### src/rtl/mso_pkg.sv
// Shared definitions for the MSO acquisition decimator.
// Mode encodings and the avg_log2 clamp helper.
package mso_pkg;

  localparam int AVG_LOG2_WIDTH = 4;

  typedef enum logic [1:0] {
    MODE_SAMPLE = 2'd0,
    MODE_PEAK   = 2'd1,
    MODE_AVG    = 2'd2,
    MODE_RSVD   = 2'd3
  } mode_e;

  function automatic logic [AVG_LOG2_WIDTH-1:0] clamp_log2(
    input logic [AVG_LOG2_WIDTH-1:0] v,
    input int unsigned               max_v
  );
    logic [31:0] v32;
    logic [31:0] m32;
    v32 = {{(32-AVG_LOG2_WIDTH){1'b0}}, v};
    m32 = max_v;
    return (v32 > m32) ? m32[AVG_LOG2_WIDTH-1:0] : v;
  endfunction

endpackage

### src/rtl/mso_decim_counter.sv
// Period counter: derives P from the active config and flags the
// first and completing sample of each decimation period.
module mso_decim_counter
  import mso_pkg::*;
#(
  parameter int CW = 16
) (
  input  logic                      clk,
  input  logic                      rst,
  input  logic                      clear,
  input  logic                      advance,
  input  mode_e                     mode,
  input  logic [CW-1:0]             ratio,
  input  logic [AVG_LOG2_WIDTH-1:0] avg_log2,
  output logic                      first,
  output logic                      complete,
  output logic                      busy
);

  logic [CW-1:0] cnt_q;
  logic [CW-1:0] cnt_eff;
  logic [CW-1:0] cnt_d;
  logic [CW-1:0] period_m1;

  always_comb begin
    period_m1 = ratio;
    if (mode == MODE_AVG)
      period_m1 = (CW'(1) << avg_log2) - CW'(1);
  end

  // A clear acts in the same cycle so a coincident sample starts afresh.
  assign cnt_eff  = clear ? '0 : cnt_q;
  assign first    = (cnt_eff == '0);
  assign complete = advance && (cnt_eff == period_m1);

  always_comb begin
    cnt_d = cnt_eff;
    if (complete)
      cnt_d = '0;
    else if (advance)
      cnt_d = cnt_eff + CW'(1);
  end

  always_ff @(posedge clk) begin
    if (rst)
      cnt_q <= '0;
    else
      cnt_q <= cnt_d;
  end

  assign busy = (cnt_q != '0);

endmodule

### src/rtl/mso_decimator.sv
// Acquisition decimator after the FIR stage: sample, peak-detect
// or box-average one record per decimation period.
module mso_decimator
  import mso_pkg::*;
#(
  parameter int DATA_WIDTH   = 8,
  parameter int RATIO_WIDTH  = 16,
  parameter int MAX_AVG_LOG2 = 8
) (
  input  logic                      clk,
  input  logic                      rst,
  input  logic                      enable,
  input  logic                      cfg_update,
  input  logic [1:0]                mode,
  input  logic [RATIO_WIDTH-1:0]    decim_ratio,
  input  logic [AVG_LOG2_WIDTH-1:0] avg_log2,
  input  logic                      in_valid,
  input  logic [DATA_WIDTH-1:0]     in_data,
  output logic                      out_valid,
  output logic [DATA_WIDTH-1:0]     out_data,
  output logic [DATA_WIDTH-1:0]     out_min,
  output logic [DATA_WIDTH-1:0]     out_max,
  output logic                      busy
);

  localparam int DW = DATA_WIDTH;
  localparam int AW = DATA_WIDTH + MAX_AVG_LOG2;

  mode_e                     mode_q;
  logic [RATIO_WIDTH-1:0]    ratio_q;
  logic [AVG_LOG2_WIDTH-1:0] al_q;

  mode_e                     mode_eff;
  logic [RATIO_WIDTH-1:0]    ratio_eff;
  logic [AVG_LOG2_WIDTH-1:0] al_eff;

  logic clear;
  logic advance;
  logic first;
  logic complete;

  logic signed [DW-1:0] din;
  logic signed [AW-1:0] din_ext;
  logic signed [DW-1:0] samp_q, samp_d;
  logic signed [DW-1:0] min_q, min_d;
  logic signed [DW-1:0] max_q, max_d;
  logic signed [AW-1:0] acc_q, acc_d;
  logic signed [DW-1:0] avg_res;

  assign clear   = cfg_update | ~enable;
  assign advance = enable & in_valid;

  // The updating cycle already runs under the incoming config.
  assign mode_eff  = cfg_update ? mode_e'(mode) : mode_q;
  assign ratio_eff = cfg_update ? decim_ratio : ratio_q;
  assign al_eff    = cfg_update ? clamp_log2(avg_log2, MAX_AVG_LOG2)
                                : al_q;

  always_ff @(posedge clk) begin
    if (rst) begin
      mode_q  <= MODE_SAMPLE;
      ratio_q <= '0;
      al_q    <= '0;
    end else if (cfg_update) begin
      mode_q  <= mode_eff;
      ratio_q <= ratio_eff;
      al_q    <= al_eff;
    end
  end

  mso_decim_counter #(
    .CW (RATIO_WIDTH)
  ) u_cnt (
    .clk      (clk),
    .rst      (rst),
    .clear    (clear),
    .advance  (advance),
    .mode     (mode_eff),
    .ratio    (ratio_eff),
    .avg_log2 (al_eff),
    .first    (first),
    .complete (complete),
    .busy     (busy)
  );

  assign din     = in_data;
  assign din_ext = {{MAX_AVG_LOG2{din[DW-1]}}, din};

  always_comb begin
    samp_d = samp_q;
    min_d  = min_q;
    max_d  = max_q;
    acc_d  = clear ? '0 : acc_q;
    if (advance) begin
      if (first) begin
        samp_d = din;
        min_d  = din;
        max_d  = din;
        acc_d  = din_ext;
      end else begin
        if (din < min_q) min_d = din;
        if (din > max_q) max_d = din;
        acc_d = acc_q + din_ext;
      end
    end
  end

  // Arithmetic shift floors toward -inf; the mean always fits DW.
  assign avg_res = DW'(acc_d >>> al_eff);

  always_ff @(posedge clk) begin
    if (rst) begin
      samp_q <= '0;
      min_q  <= '0;
      max_q  <= '0;
      acc_q  <= '0;
    end else begin
      samp_q <= samp_d;
      min_q  <= min_d;
      max_q  <= max_d;
      acc_q  <= acc_d;
    end
  end

  always_ff @(posedge clk) begin
    if (rst) begin
      out_valid <= 1'b0;
      out_data  <= '0;
      out_min   <= '0;
      out_max   <= '0;
    end else begin
      out_valid <= complete;
      if (complete) begin
        case (mode_eff)
          MODE_PEAK: begin
            out_data <= max_d;
            out_min  <= min_d;
            out_max  <= max_d;
          end
          MODE_AVG: begin
            out_data <= avg_res;
            out_min  <= avg_res;
            out_max  <= avg_res;
          end
          default: begin
            out_data <= samp_d;
            out_min  <= samp_d;
            out_max  <= samp_d;
          end
        endcase
      end
    end
  end

endmodule
### config.mk
export PLATFORM = sky130hd
export DESIGN_NAME = mso_decimator
export DESIGN_NICKNAME = d
export VERILOG_FILES = /design/src/rtl/mso_pkg.sv /design/src/rtl/mso_decim_counter.sv /design/src/rtl/mso_decimator.sv
export SDC_FILE = /design/constraint.sdc
export NUM_CORES = 1
export LEC_CHECK = 0
export ABC_AREA = 1
export CAP_MARGIN = 20
export CORE_MARGIN = 5
export CORE_UTILIZATION = 55
export DETAILED_ROUTE_END_ITERATION = 10
export PLACE_DENSITY_LB_ADDON = 0.1
export SLEW_MARGIN = 20
export SYNTH_ARGS = -nofsm -noshare
export SYNTH_HDL_FRONTEND = slang
export SYNTH_SLANG_ARGS = --single-unit
### constraint.sdc
create_clock -name clk -period 5.07 [get_ports clk]
set_input_delay 1.014 -clock clk [delete_from_list [all_inputs] [get_ports clk]]
set_output_delay 1.014 -clock clk [all_outputs]
set_load 0.01 [all_outputs]
=== After elaboration in Yosys (flattened, before gate mapping) ===
Cells that the tools add are included.

* Word-level logic and storage cells: 49
* Output and inout bits: 26
* Bits of input ports: 35
* Bits in registers: 95

* Add/subtract/negate cells: 3
* Order comparisons: 3
* Reductions and logical operators: 4
* Mux-type cells: 20
* Shift operators: 2
* Bitwise gates (word level): 3
* Equal/unequal tests: 3

{| class="wikitable"
|+ Operators by type and width
! cell !! number
|-
| $mux W16 || 7
|-
| $mux W8 || 8
|-
| $pmux W8 S2 || 2
|-
| $add A16 B1 Y16 const B || 1
|-
| $add A16 B8 Y16 || 1
|-
| $eq A16 B16 Y1 || 1
|-
| $logic_not A16 Y1 || 1
|-
| $reduce_bool A16 Y1 || 1
|-
| $shl A1 B4 Y16 const A || 1
|-
| $sshr A16 B4 Y8 || 1
|-
| $sub A16 B2 Y16 const B || 1
|-
| $gt A8 B8 Y1 || 1
|-
| $lt A8 B8 Y1 || 1
|-
| $mux W4 || 2
|-
| $gt A4 B4 Y1 const B || 1
|-
| $eq A2 B1 Y1 const B || 1
|-
| $eq A2 B2 Y1 const B || 1
|-
| $mux W2 || 1
|-
| $reduce_or A2 Y1 || 1
|-
| $and A1 B1 Y1 || 1
|-
| $logic_and A1 B1 Y1 || 1
|-
| $not A1 Y1 || 1
|-
| $or A1 B1 Y1 || 1
|}

=== Logic depth before layout (Yosys ltp) ===
Gate-level depths: netlist of run 1.

* Word-level depth: 9
* Gate-level depth with buffers: 25
* Gate-level depth less buffers: 24

=== Cells and area by module ===
Synthesis of run 1 repeated with hierarchy kept, for this count alone.

* Cells, all modules: 1176
* Area total of the unflattened synthesis: 7195.7 µm²

{| class="wikitable"
|+ By module, submodules not included
! module !! times used !! area an instance (µm²) !! cells an instance !! sequential area each (µm²)
|-
| mso_decimator || 1 || 5381.4 || 867 || 1581.5
|-
| mso_decim_counter || 1 || 1814.2 || 309 || 320.3
|}

=== Worst setup path before layout of run 1 ===
OpenSTA, ideal clock, no wires.

* Path kind: input-to-reg
* Start point: input port cfg_update
* End point: register u_cnt.cnt_q[12]
* Data required time: 4954 ps
* Setup time: 116 ps
* Stages on the path: 21
* Path buffers: 5
* Arrival: 3726 ps
* Setup slack: 1229 ps
* Path through: buf_6 > buf_6 > buf_4 > o21ai_0 > ha_1 > clkbuf_1 > inv_2 > nor2_1 > nand2_1 > o21ai_0 > or2_1 > nand3_1 > nor2_1 > nand3_1 > nor2_1 > nand2_1 > nor2_2 > nand3_4 > nand2_2 > buf_4 > nor2_1

* Word-level cells in the longest chain between the ends: 7
* Elaborated cells on any way between the ends: 14
* Classes of those cells: add/sub (2); eq/ne (2); shift (1); mux (6); bitwise (1); reduce/logical (2)

{| class="wikitable"
|+ RTL lines
! what !! line !! RTL
|-
| from (decl) || mso_decimator.sv:13 || <nowiki>input logic cfg_update,</nowiki>
|-
| $mux W4 || mso_decimator.sv:56 || <nowiki>assign al_eff = cfg_update ? clamp_log2(avg_log2, MAX_AVG_LOG2)</nowiki>
|-
| $shl A1 B4 Y16 || mso_decim_counter.sv:28 || <nowiki>period_m1 = (CW'(1) << avg_log2) - CW'(1);</nowiki>
|-
| $sub A16 B2 Y16 || mso_decim_counter.sv:28 ||
|-
| $mux W16 || mso_decim_counter.sv:27 || <nowiki>if (mode == MODE_AVG)</nowiki>
|-
| $eq A16 B16 Y1 || mso_decim_counter.sv:34 || <nowiki>assign complete = advance && (cnt_eff == period_m1);</nowiki>
|-
| $logic_and A1 B1 Y1 || mso_decim_counter.sv:34 ||
|-
| $reduce_or A2 Y1 (no line) || n/a ||
|-
| to (signal assigned) || mso_decim_counter.sv:48 || <nowiki>cnt_q <= cnt_d;</nowiki>
|-
| to (decl) || mso_decim_counter.sv:20 || <nowiki>logic [CW-1:0] cnt_q;</nowiki>
|}

Parallel ways exist; a longest one is shown, timed or not.
A chain may end at the register's enable or synchronous reset.

=== Final worst setup path of run 1 ===
* Start point: input port cfg_update
* End point: register u_cnt.cnt_q[14]

* Elaborated cells on any way between the ends: 14
* Classes of those cells: add/sub (2); eq/ne (2); shift (1); mux (6); bitwise (1); reduce/logical (2)

{| class="wikitable"
|+ RTL lines
! what !! line !! RTL
|-
| $mux W2 || mso_decimator.sv:54 || <nowiki>assign mode_eff = cfg_update ? mode_e'(mode) : mode_q;</nowiki>
|-
| via mode_eff[1] || mso_decimator.sv:33 || <nowiki>mode_e mode_eff;</nowiki>
|-
| $eq A2 B2 Y1 || mso_decim_counter.sv:27 ||
|-
| $mux W16 || mso_decim_counter.sv:27 ||
|-
| $eq A16 B16 Y1 || mso_decim_counter.sv:34 ||
|-
| $logic_and A1 B1 Y1 || mso_decim_counter.sv:34 ||
|-
| $reduce_or A2 Y1 (no line) || n/a ||
|}

The timed path passes the listed nets, and every way through them passes these cells.

==> metrics, run 1 <==
hold buffers post-CTS 0; Mapped Cells ~1100; Synth cell types between 40 and 50; net count of the mapped netlist about 1200; met3 routed WL about 1200 µm; max_slew headroom between 50% and 60%; largest area contributor in the netlist dfxtp_1; global route total overflow 0; hold path start ratio_q[7]$_SDFFE_PP0P_; fmax between 0.2 and 0.25 GHz; dpl ws 0.319 ns; largest family of logic cells by synthesized area simple AND/OR/NAND/NOR gates; Synth top area share between 20% and 30%; clk sinks 95; HP Class flop to flop; mapped cell area just over 7000 µm²; number of global-route vias before repair roughly 6400; Post-CTS Setup Bufs 0; Post-Synth XOR/XNOR Area around 3.3%; 1st-iter DRT viols 558; setup slack after layout 0.694 ns; Top Metal Used met4; Final ANT Viol Nets 0; critical path arrival 4.61 ns; Worst-path clk slew around 0.070 ns; Post-synth EDFFs 0; area grow syn2layout 13.7%; count leader, synth nand2_1; Reg2Reg Depth 21; Setup crit end kind flop; CTS Buf Count 9; Util after Layout a little under two thirds; mux cell area share after synthesis ~1.7%; sequential fraction of the synthesis area between 20 and 30%; post-synthesis adder-cell area fraction ~6.5%; setup tns final 0 ns; root buf cell clkbuf_16; post-DP HPWL between 10000 and 15000 µm; fraction of layout cells with a size suffix above 1 5.72%; clk_skew ~0.0064 ns; I/O pin cnt between 60 and 70; P_leak 0.00394 µW; Slew Viols, Final 0; CTS tree yes; Layout Nets around 1300; final hold slack approximately 0.48 ns; GRT Total Usage about a quarter; final period utilization a little under nine tenths; detailed-route DRC error count 0; Synthesis Warnings 0; Pre-Repair DR Iteration Count 6; Horiz. Die Dim ~120 µm; final hold viol count 0; Max FO, Critical Path 18; htree depth 3; DR WL/cell approximately 14 µm; sink of the worst hold path ratio_q[7]$_SDFFE_PP0P_; worst r2r src al_q[3]$_SDFFE_PP0P_; # port buffers 60; Core Region approximately 13000 µm²; post-synthesis compound-gate area fraction under 10%; # setup viols final 0; Die ar. around 15000 µm²; Tot Pwr 1910 µW; Critical Path RT ~5.3 ns; CTS max path bufs 2; FP Rows 41; largest net degree at the start of global routing 64; wl on met1 9200 µm; Routed WL between 15000 and 20000 µm; Critical Setup Path Class input pin to flop; synth top area cells dfxtp_1 27%, nand2_1 18%, nand3_1 12%; RSZ-0062 raised after global routing no; reg2reg setup slack 1.84 ns; post-CTS sizing 0; run status completed; Tmin final around 4.4 ns; initial antenna violation count 0; ys async rst share 0%; Synth Flop Type dfxtp_1; met2 wire length 8470 µm; die height between 100 and 150 µm; Worst VDD drop ~0.18 mV; synthesis-stage register bit count 95; vias per cell approximately 5.3; Avg Cell Area, Syn roughly 6.2 µm²; transition time of the tightest slew-check pin a little over 0.7 ns; Cell Pwr Density roughly 240 nW/µm²; Placer Congestion between 0.9 and 1; Worst setup SP type input pin; number of max-cap violations 0; Initial Util ~56%; worst skew pair latency ~0.35 ns; global-route wire length before repair between 30000 and 40000 µm; hold path depth 2; Post-Synth Simple-Gate Area 42.9%; routed vias slightly above 7000; list of most frequent post-synthesis cells 336 x nand2_1, 170 x nand3_1, 126 x inv_1; antenna fix cells 0; worst r2r dst u_cnt.cnt_q[14]$_SDFF_PP0_
## logic make-up (layout without fill, tap and decap cells)
logic type                 Yosys count  after routing
xor gates and xnor gates            27             27
DFF                                 95             95
muxes                               12             12
AOI/OAI and AO/OA                   96             96
buffers and inverters              179            227
and+or+nand+nor                    695            695
adders and majority gates           36             36
## area by class of cell
class | count | area [µm²]
well taps | 172 | 215
clock inverters | 6 | 50.0
clock buffers | 10 | 239
fillers | 1255 | 4560
inverters | 138 | 523
multi-input cells | 866 | 4430
flip-flops and latches | 95 | 1900
repair buffers | 73 | 693
## worst max-delay path, cell delays in order
cell	delay (ns)
clkdlybuf4s50_1	0.72
inv_2	0.20
or2_2	0.31
o21ai_0	0.13
inv_1	0.08
ha_1	0.21
inv_2	0.25
nor2_1	0.13
a21oi_1	0.16
xor2_1	0.16
nand3_1	0.09
nor2_1	0.11
nand3_1	0.08
nor2_1	0.10
nand2_1	0.06
nor2_2	0.12
nand3_4	0.23
nand2_2	0.36
nor2_1	0.08
## worst max-delay path by stage
stage / from / endpoint / slack [ns] / depth (start not counted)
6_report: cfg_update / u_cnt.cnt_q[14]$_SDFF_PP0_ / 0.69 / 19
3_3_place_gp: cfg_update / u_cnt.cnt_q[11]$_SDFF_PP0_ / 0.42 / 19
4_1_cts: cfg_update / u_cnt.cnt_q[11]$_SDFF_PP0_ / 0.68 / 19
3_5_place_dp: cfg_update / u_cnt.cnt_q[11]$_SDFF_PP0_ / 0.32 / 19
2_1_floorplan: cfg_update / u_cnt.cnt_q[12]$_SDFF_PP0_ / 1.23 / 21
5_1_grt: cfg_update / u_cnt.cnt_q[14]$_SDFF_PP0_ / 0.32 / 23
## power breakdown
part / switching (µW) / total [µW] / internal, µW
logic: 296 / 460 / 164
registers: 8.70 / 782 / 773
clock network: 313 / 666 / 353
## per-stage QoR
stage / std cells / instance area (µm²)
2_1_floorplan: 1140 / 7090
3_3_place_gp: 1344 / 7770
3_5_place_dp: 1344 / 7770
4_1_cts: 1360 / 8060
5_1_grt: 1360 / 8060
6_report: 1360 / 8060
## flip-flops by register name, summed over array words and instances, names as in the netlist
name         flops
acc_q           16
al_q             4
max_q            8
min_q            8
mode_q           2
out_max          8
out_min          8
out_valid        1
ratio_q         16
samp_q           8
u_cnt.cnt_q     16
## routing by layer
layer	vias up	GRT usage, %
met2	250	40.3
met3	33	3.61
li1	3761	-
met1	3185	37.0
met5	-	0
met4	0	10.7
## cells in the final DEF, fill, tap and decap left out, types with 3 or more instances in the layout
cell type          n
xnor2_1            6
nand3_1          170
or2_1              3
nor2_2             7
buf_4             13
nand2_2            4
o21ai_1           10
xor2_1            21
nor3_1            10
clkdlybuf4s50_1   59
dfxtp_1           95
or2_2              7
inv_1            126
nand3b_1           5
inv_2              6
nor2_1           125
nand2_1          336
nor4_1             3
nand4_1           14
mux2i_1           12
clkinv_1           4
a21oi_1           30
o211ai_1          11
clkbuf_16          9
o21ai_0           32
ha_1              35
(Power assumes the default switching activity.)
==> run 2: changes to the inputs <==
GPL_ROUTABILITY_DRIVEN = 0   (was unset)
==> run 2 against run 1 <==
Sequential cell count unchanged. Via count is 0.39% higher. Non-clock buffer count is 1 lower. Sequential power barely moved. Cell count about the same. Critical path depth rose by 4. Global-route usage rose by 0.19 points. Final area increased by 0.51%. Die area unchanged. Critical path type unchanged.
==> metrics, run 2 (synthesized netlist as in run 1, its figures left out) <==
global-route wire length before repair 32100 µm (+1.4%); area grow syn2layout 14.2%; Worst VDD drop 0.149 mV (-15%); Initial Util 56.2% (unchanged); Worst-path clk slew 0.07 ns (about the same); DR WL/cell 14.5 µm (+1.2%); vias per cell 5.34 (+0.46%); Pre-Repair DR Iteration Count 7 (+1); die height 124 µm (unchanged); HP Class flop to flop; Critical Setup Path Class input pin to flop; post-DP HPWL 15000 µm (-0.23%); worst skew pair latency 0.35 ns (about the same); detailed-route DRC error count 0 (unchanged); Setup crit end kind flop; transition time of the tightest slew-check pin 0.737 ns (+0.0174 ns); I/O pin cnt 61 (unchanged); fraction of layout cells with a size suffix above 1 5.64% (-0.079 points); final hold viol count 0 (unchanged); initial antenna violation count 0 (unchanged); fill count 1296 (+3.3%); Core Region 12600 µm² (unchanged); htree depth 3 (unchanged); max_slew headroom 50.9% (-1.2 points); clk sinks 95 (unchanged); Slew Viols, Final 0 (unchanged); Horiz. Die Dim 124 µm (unchanged); CTS Buf Count 9 (unchanged); # port buffers 60 (unchanged); Worst setup SP type input pin; setup tns final 0 ns (unchanged); # setup viols final 0 (unchanged); CTS max path bufs 2 (unchanged); RSZ-0062 raised after global routing no; Largest regs acc_q: 16 flops, ratio_q: 16 flops, u_cnt.cnt_q: 16 flops; GRT Total Usage 26.4% (+0.19 points); Die ar. 15300 µm² (unchanged); Cell Pwr Density 249 nW/µm² (+5.0%); CTS tree yes; Post-CTS Setup Bufs 0 (unchanged); global route total overflow 0 (unchanged); fmax 0.228 GHz (-0.11%); 1st-iter DRT viols 557 (-0.18%); largest net degree at the start of global routing 64 (unchanged); fin area 8100 µm² (+0.51%); routed vias 7257 (+0.39%); run status completed; Routed WL 19700 µm (+1.1%); most frequent cells in the layout 336 x nand2_1, 170 x nand3_1, 126 x inv_1; root buf cell clkbuf_16; Critical Path RT 5.32 ns (+0.02 ns); Layout Nets 1253 (-0.080%); hold buffers post-CTS 0 (unchanged); commonest non-fill, non-tap cell in the layout nand2_1; antenna fix cells 0 (unchanged); final period utilization 86.4% (+0.092 points); post-CTS sizing 0 (unchanged); critical path arrival 4.63 ns (+0.02 ns); Post-DP Area 7760 µm² (about the same); number of global-route vias before repair 6704 (+4.0%); number of max-cap violations 0 (unchanged); P_leak 0.00396 µW (+0.39%); FP Rows 41 (unchanged); Tmin final 4.38 ns (+0.00467 ns); Final ANT Viol Nets 0 (unchanged); clk_skew 0.00818 ns (+0.00181 ns); Max FO, Critical Path 18 (unchanged)
==> run 2: cell types whose count changed in the layout (fill, tap and decap cells not counted) <==
cell and delta:
clkinv_4 -1, bufinv_16 +2, buf_4 -1, clkbuf_8 -1
clkinv_2 -1, clkinv_8 +1
==> run 2: power breakdown <==
| group | switching [µW] | leakage [µW] | total, µW | internal [µW] |
|---|---|---|---|---|
| Sequential | 9.04 | 0.000776 | 782 | 773 |
| Combinational | 300 | 0.00302 | 463 | 163 |
| Clock | 325 | 0.000161 | 769 | 444 |
| Total | 634 | 0.00396 | 2010 | 1380 |
==> run 2: worst max-delay path, stage by stage <==
cell and delay, ns:
clkdlybuf4s50_1 0.74, inv_2 0.20, nand2_1 0.12, nor2_1 0.06, inv_1 0.14, ha_1 0.20, nand3_1 0.09, nor2_2 0.26
nand2_2 0.30, nor2_2 0.34, nand2_1 0.18, nand4_1 0.11, nand2_1 0.08, nor2_1 0.09, nor2_1 0.05, nand2_1 0.06
clkinv_1 0.06, nand3_1 0.16, nand2_1 0.08, nand2_1 0.07, nand2_1 0.09, nand2_1 0.07, nand2_1 0.05
==> run 2: final cells by class <==
cell class	count	area [µm²]	area share, %
Multi-Input combinational cell	866	4430	54.8
Sequential cell	95	1900	23.5
Timing Repair Buffer	72	686	8.47
Inverter	138	523	6.46
Clock buffer	9	225	2.78
Tap cell	172	215	2.66
Clock inverter	7	113	1.39
==> run 2: layer usage <==
metal	part of all wire (%)	track usage, %	vias to the layer above	routed length [µm]
met5	0	0	-	0
met4	3.0	10.0	0	590
met3	5.7	4.07	40	1120
met2	44	42.0	248	8590
met1	48	36.1	3226	9360
li1	-	-	3743	-
==> run 2: per-stage QoR <==
step / setup slack (ns) / util, % / total power (µW) / instances / hold WS, ns
floorplan: 1.23 / - / 1130 / 1140 / 0.446
global placement: 0.384 / 61.5 / 1250 / 1343 / 0.463
detailed placement: 0.345 / 61.5 / 1250 / 1343 / 0.462
CTS: 0.703 / 64.2 / 2020 / 1359 / 0.473
global route: 0.376 / 64.2 / 2110 / 1359 / 0.495
finish: 0.689 / 64.2 / 2010 / 1359 / 0.476
==> run 2: path summary, 6_finish.rpt <==
check / slack (ns) / depth (start not counted) / endpoint / start
min reg2reg: 0.48 / 2 / ratio_q[7]$_SDFFE_PP0P_ / ratio_q[7]$_SDFFE_PP0P_
min: 0.48 / 2 / ratio_q[7]$_SDFFE_PP0P_ / ratio_q[7]$_SDFFE_PP0P_
max: 0.69 / 23 / out_max[2]$_SDFFE_PP0P_ / cfg_update
max reg2reg: 1.91 / 21 / u_cnt.cnt_q[4]$_SDFF_PP0_ / al_q[3]$_SDFFE_PP0P_
